--- src/rtl/mmc_dat_crc_status.sv ---
// mmc_dat_crc_status
//   Write-path stage that follows the DAT serialiser. After the block end bit
//   it looks for the card's CRC status token on DAT0 (start 0, 3 status bits
//   MSB first, end 1). It then waits out the busy period, during which the card
//   holds DAT0 low, and reports the outcome as one completion pulse with
//   result flags.
//
// Parameters
//   STATUS_TIMEOUT : bit samples to wait for the token start bit
//   BUSY_TIMEOUT   : bit samples DAT0 may stay low during busy
//   CNT_W          : width of the shared timeout counter
//
// Ports
//   clk_i, rst_i   : system clock, asynchronous active-high reset
//   bitclk_i       : card bit clock level; DAT0 is sampled on its rising edge
//   start_i        : 1-cycle pulse, serialiser finished; begin token search
//   abort_i        : return to idle at once, no completion, flags untouched
//   dat0_i         : raw DAT0 pad input
//   active_o       : operation in progress
//   busy_o         : card busy period being monitored
//   complete_o     : 1-cycle completion pulse
//   status_o       : captured token status bits
//   crc_ok_o, crc_err_o, proto_err_o, timeout_o : result flags, held until
//                    the next accepted start
module mmc_dat_crc_status #(
  parameter int unsigned STATUS_TIMEOUT = 64,
  parameter int unsigned BUSY_TIMEOUT   = 65535,
  parameter int unsigned CNT_W          = 16
) (
  input  logic       clk_i,
  input  logic       rst_i,
  input  logic       bitclk_i,
  input  logic       start_i,
  input  logic       abort_i,
  input  logic       dat0_i,
  output logic       active_o,
  output logic       busy_o,
  output logic       complete_o,
  output logic [2:0] status_o,
  output logic       crc_ok_o,
  output logic       crc_err_o,
  output logic       proto_err_o,
  output logic       timeout_o
);

  typedef enum logic [2:0] {
    S_IDLE,
    S_WAIT_START,
    S_STATUS,
    S_END_BIT,
    S_BUSY,
    S_DONE
  } state_t;

  localparam logic [CNT_W-1:0] ST_LIM = CNT_W'(STATUS_TIMEOUT - 1);
  localparam logic [CNT_W-1:0] BT_LIM = CNT_W'(BUSY_TIMEOUT - 1);

  state_t           state_q, state_d;
  logic             dat_meta_q, dat_s_q;
  logic             clk_q;
  logic [CNT_W-1:0] cnt_q, cnt_d, cnt_inc;
  logic [1:0]       bitcnt_q, bitcnt_d;
  logic [2:0]       status_q, status_d;
  logic             ok_q, ok_d, err_q, err_d, pe_q, pe_d, to_q, to_d;
  logic             sample_w;

  assign sample_w = bitclk_i & ~clk_q;
  // Saturating increment: the counter never wraps back under a limit.
  assign cnt_inc  = (cnt_q == '1) ? cnt_q : cnt_q + 1'b1;

  always_ff @(posedge clk_i or posedge rst_i) begin
    if (rst_i) begin
      dat_meta_q <= 1'b1;
      dat_s_q    <= 1'b1;
      clk_q      <= 1'b0;
      state_q    <= S_IDLE;
      cnt_q      <= '0;
      bitcnt_q   <= '0;
      status_q   <= '0;
      ok_q       <= 1'b0;
      err_q      <= 1'b0;
      pe_q       <= 1'b0;
      to_q       <= 1'b0;
    end else begin
      dat_meta_q <= dat0_i;
      dat_s_q    <= dat_meta_q;
      clk_q      <= bitclk_i;
      state_q    <= state_d;
      cnt_q      <= cnt_d;
      bitcnt_q   <= bitcnt_d;
      status_q   <= status_d;
      ok_q       <= ok_d;
      err_q      <= err_d;
      pe_q       <= pe_d;
      to_q       <= to_d;
    end
  end

  always_comb begin
    state_d  = state_q;
    cnt_d    = cnt_q;
    bitcnt_d = bitcnt_q;
    status_d = status_q;
    ok_d     = ok_q;
    err_d    = err_q;
    pe_d     = pe_q;
    to_d     = to_q;
    if (abort_i) begin
      // Abort outranks everything; results and status stay as they were.
      state_d = S_IDLE;
    end else begin
      case (state_q)
        S_IDLE: begin
          if (start_i) begin
            state_d  = S_WAIT_START;
            cnt_d    = '0;
            bitcnt_d = '0;
            status_d = '0;
            ok_d     = 1'b0;
            err_d    = 1'b0;
            pe_d     = 1'b0;
            to_d     = 1'b0;
          end
        end
        S_WAIT_START: begin
          if (sample_w) begin
            if (!dat_s_q) begin
              state_d  = S_STATUS;
              bitcnt_d = '0;
            end else if (cnt_q >= ST_LIM) begin
              to_d    = 1'b1;
              state_d = S_DONE;
            end else begin
              cnt_d = cnt_inc;
            end
          end
        end
        S_STATUS: begin
          if (sample_w) begin
            status_d = {status_q[1:0], dat_s_q};
            bitcnt_d = bitcnt_q + 2'd1;
            if (bitcnt_q == 2'd2) state_d = S_END_BIT;
          end
        end
        S_END_BIT: begin
          if (sample_w) begin
            if (!dat_s_q) pe_d = 1'b1;
            state_d = S_BUSY;
            cnt_d   = '0;
          end
        end
        S_BUSY: begin
          if (sample_w) begin
            if (dat_s_q) begin
              // Token verdict is resolved together with busy release.
              state_d = S_DONE;
              ok_d    = (status_q == 3'b010) & ~pe_q;
              err_d   = (status_q == 3'b101);
              pe_d    = pe_q | ((status_q != 3'b010) & (status_q != 3'b101));
            end else if (cnt_q >= BT_LIM) begin
              to_d    = 1'b1;
              state_d = S_DONE;
            end else begin
              cnt_d = cnt_inc;
            end
          end
        end
        S_DONE:  state_d = S_IDLE;
        default: state_d = S_IDLE;
      endcase
    end
  end

  assign active_o    = (state_q != S_IDLE);
  assign busy_o      = (state_q == S_BUSY);
  assign complete_o  = (state_q == S_DONE);
  assign status_o    = status_q;
  assign crc_ok_o    = ok_q;
  assign crc_err_o   = err_q;
  assign proto_err_o = pe_q;
  assign timeout_o   = to_q;

endmodule

--- config.mk ---
export PLATFORM = sky130hd
export DESIGN_NAME = mmc_dat_crc_status
export DESIGN_NICKNAME = d
export VERILOG_FILES = /design/src/rtl/mmc_dat_crc_status.sv
export SDC_FILE = /design/constraint.sdc
export NUM_CORES = 1
export LEC_CHECK = 0
export ABC_AREA = 0
export CAP_MARGIN = 20
export CELL_PAD_IN_SITES_DETAIL_PLACEMENT = 1
export CELL_PAD_IN_SITES_GLOBAL_PLACEMENT = 1
export CORE_MARGIN = 4
export CORE_UTILIZATION = 25
export DETAILED_ROUTE_END_ITERATION = 12
export PLACE_DENSITY_LB_ADDON = 0.1
export SLEW_MARGIN = 20
export SYNTH_ARGS = -nofsm -noshare
export SYNTH_HDL_FRONTEND = slang
export SYNTH_SLANG_ARGS = --single-unit
--- constraint.sdc ---
create_clock -name clk_i -period 2.09 [get_ports clk_i]
set_input_delay 0.3135 -clock clk_i [delete_from_list [all_inputs] [get_ports clk_i]]
set_output_delay 0.3135 -clock clk_i [all_outputs]
set_load 0.01 [all_outputs]
==> metrics.md <==
| Metric | Value |
|---|---|
| Outcome | finished with violations |
| Failing checks | negative setup slack |
| R2R Path End | state_q[0] |
| Cells traversed along the worst timing path | buf_4 > ha_1 > nand3_1 > nor2_1 > buf_4 > nor2_1 > a311o_1 > or4_1 > o211ai_1 |
| Drt drc | 0 |
| Unrepaired setup endpoints after global routing | yes |
| Crit-path leading delay family | simple AND/OR/NAND/NOR gates |
| Maximum vdd ir drop | 0.341 mV |
| Final Hold Vio Count | 0 |
| Max-slew violation count | 0 |
| Initial Utilization | 25.7% |
| Net count after synthesis | 218 |
| Clock Path Buffers | 2 |
| Die footprint | 0.00890 mm² |
| Number of buffers created by CTS | 5 |
| Most used standard cell by instance count after synthesis | dfrtp_1 |
| Sequential power share | 31.4% |
| #FFs+latches synth | 31 |
| Area post-placement | 0.00247 mm² |
| H-tree depth | 2 |
| Area of the mapped netlist | 0.00186 mm² |
| Max Fanout on Critical Path | 4 |
| Design area | 0.00270 mm² |
| Die Span Y | 94.4 µm |
| Top Ports | 16 |
| Reg2Reg Depth | 9 |
| Post-DP HPWL | 4.43 mm |
| PortBufs | 15 |
| First-pass DRT Iterations | 4 |
| First-pass GRT wire length | 9.94 mm |
| Hold Path End | dat_s_q |
| Fmax | 0.456 GHz |
| Syn Inst Count | 209 |
| Switching share of total power | 35.9% |
| Final worst setup slack | -0.101 ns |
| Critical R2R Launch | cnt_q[0] |
| Final core occ | 37.3% |
| CP max stage delay | 0.43 ns |
| Root buf cell | clkbuf_8 |
| Crit share post-route | 105% |
| Synth cell types | 48 |
| Internal power | 1.49 mW |
| Reg2reg setup slack | -0.10 ns |
| Clk pwr share | 23.6% |
| Post-place setup slack | -0.234 ns |
| Sequential fraction of the synthesis area | 41.7% |
| Grt total ovfl | 0 |
| Inst Count DP | 363 |
| Hold path cells | 0 |
| Net Switching | 0.836 mW |
| Worst Path Required | 2.29 ns |
| Power density over cell area | 861 mW/mm² |
| Gate power share | 45.0% |
| Total GRT Usage | 14.2% |
| Syn Area/Cell | 8.92 µm² |
| WL final | 5.99 mm |
| Largest area contributor in the netlist | dfrtp_1 |
| CTS sink cnt | 31 |
| Fin cells | 377 |
| Slew headroom | 70.8% |
| Vias/cell | 4.95 |
| Cell row count | 31 |
| Worst slew pin tran | 0.439 ns |
| Core area | 0.00725 mm² |
| ANT cells | 0 |
| Hold_sp | dat_meta_q |
| Largest cells by area after synthesis | dfrtp_1 (39%), o21ai_0 (4.8%), nor2_1 (3.6%) |
| Vias post-DR | 1866 |
| Post-synth ARST share | 100% |
| Layout cell share with drive strength beyond 1 | 31.3% |
| Critical-path top delay cell | or4_1 |
| Max Cap Viol | 0 |
| CTS tree | built |
| Pleak | 1.19 nW |
| Final setup fails | 7 |
| Die width | 94.4 µm |
| Fin crit period | 2.19 ns |
| Post-route antenna net violation count | 0 |
| YS warnings | 0 |
| Routed len/inst | 15.9 µm |
| Number of global-route vias before repair | 1910 |
| Largest net degree at the start of global routing | 32 |
| Clock-pin slew on the worst setup and hold paths | 0.07 ns |
| Fin Clk Skew | 0.0106 ns |
| Total Power | 2.33 mW |
| Post-synth top area share | 38.9% |
| Initial antenna violation count | 0 |
| Nets | 286 |
| Hold Crit Class | reg2reg |
| RePlAce Congestion | 0.768 |
| Commonest cells post-synth | dfrtp_1 (29), nor2_1 (18), o21ai_0 (18), nand2_1 (15), nand3_1 (9) |
| Worst-Skew Late Latency | 0.29 ns |
| Crit path launch type | register |
| DR iter-0 viols | 44 |
| Crit path DAT | 2.40 ns |
| Type of element capturing the critical path | register |
| Area Overhead vs Synth | 45.0% |
| Buffer and inverter count on the worst path | 2 |
| Ys flop type | dfrtp_1 |
| WS Path Type | reg2reg |
| EDFF count, synth | 0 |
-- worst max path at each step --
stage | start | end | slack, ns | cells after the start
finish | cnt_q[0] | state_q[0] | -0.10 | 9
global placement | start_i | cnt_q[10] | -0.20 | 8
CTS | cnt_q[0] | state_q[0] | -0.09 | 9
detailed placement | bitclk_i | cnt_q[10] | -0.23 | 7
global route | cnt_q[0] | state_q[1] | -0.25 | 10
floorplan | cnt_q[0] | cnt_q[10] | 0.002 | 8
-- layer usage --
layer,share of wire (%),up-vias,track usage [%],wire length (µm)
li1,-,918,-,-
met1,50,916,20.7,3020
met2,46,23,21.5,2750
met3,2.3,9,2.55,138
met4,1.5,0,4.21,88
met5,0,-,0,0
-- worst reg2reg max path: cells and delay by family (launching register included) --
family / cells / cell delay [ns]
compound gates: 2 / 0.48
simple gates: 4 / 0.79
fa+ha+maj: 1 / 0.20
flops: 1 / 0.37
buf+inv: 2 / 0.26
-- cells in the final DEF (no fill, tap or decap), types with 7 or more instances in the layout --
cell and n:
nand2_1 14, nand2b_1 8, nand3_1 9, clkbuf_8 7, nor2_1 17, o21ai_0 17, buf_4 55, o31ai_1 8
dfrtp_1 27, a21oi_1 7, clkdlybuf4s50_1 13
-- cell families after synthesis --
group / synth area share [%]
buffers and inverters: 4.23
AO/OA/AOI/OAI: 20.9
XOR/XNOR: 0.470
AND/OR/NAND/NOR: 28.3
multiplexers: 2.42
flip-flops: 41.7
adder cells (fa/ha/maj): 2.01
-- power by group through the flow --
stage                     Sequential [mW]  Combinational (mW)  Clock (mW)
final                               0.730                1.05       0.549
after global routing                0.743                1.16       0.603
after CTS                           0.726               0.976       0.576
after detailed placement            0.739               0.937           0
after global placement              0.739               0.932           0
after floorplan                     0.727               0.506           0
-- sequential cells by signal (all words and copies together), names as in the netlist --
register     cells
cnt_q           16
state_q          3
status_o         3
bitcnt_q         2
clk_q            1
crc_err_o        1
crc_ok_o         1
dat_meta_q       1
dat_s_q          1
proto_err_o      1
timeout_o        1
-- through the flow --
step                      setup TNS (ns)  hold WS (ns)
after floorplan                        0         0.318
after global placement             -2.61         0.346
after detailed placement           -2.70         0.348
after CTS                         -0.359         0.359
after global routing               -2.39         0.365
final                             -0.345         0.358
-- final cells by class --
class	instances	area (µm²)
Tap cell	99	124
Clock buffer	7	96.3
Inverter	5	18.8
Multi-Input combinational cell	162	1080
Fill cell	874	4550
Clock inverter	1	7.51
Timing Repair Buffer	72	594
Sequential cell	31	781
-- what timing repair did --
action / 4_1_cts / 5_1_grt
hold buffers: 0 / 0
setup buffers: 2 / 3
setup endpoints to repair: 19 / 24
cloned: 0 / 1
resized for setup: 6 / 17
pin swaps: 2 / 2
No activity file was read; power rests on OpenSTA's default activity.
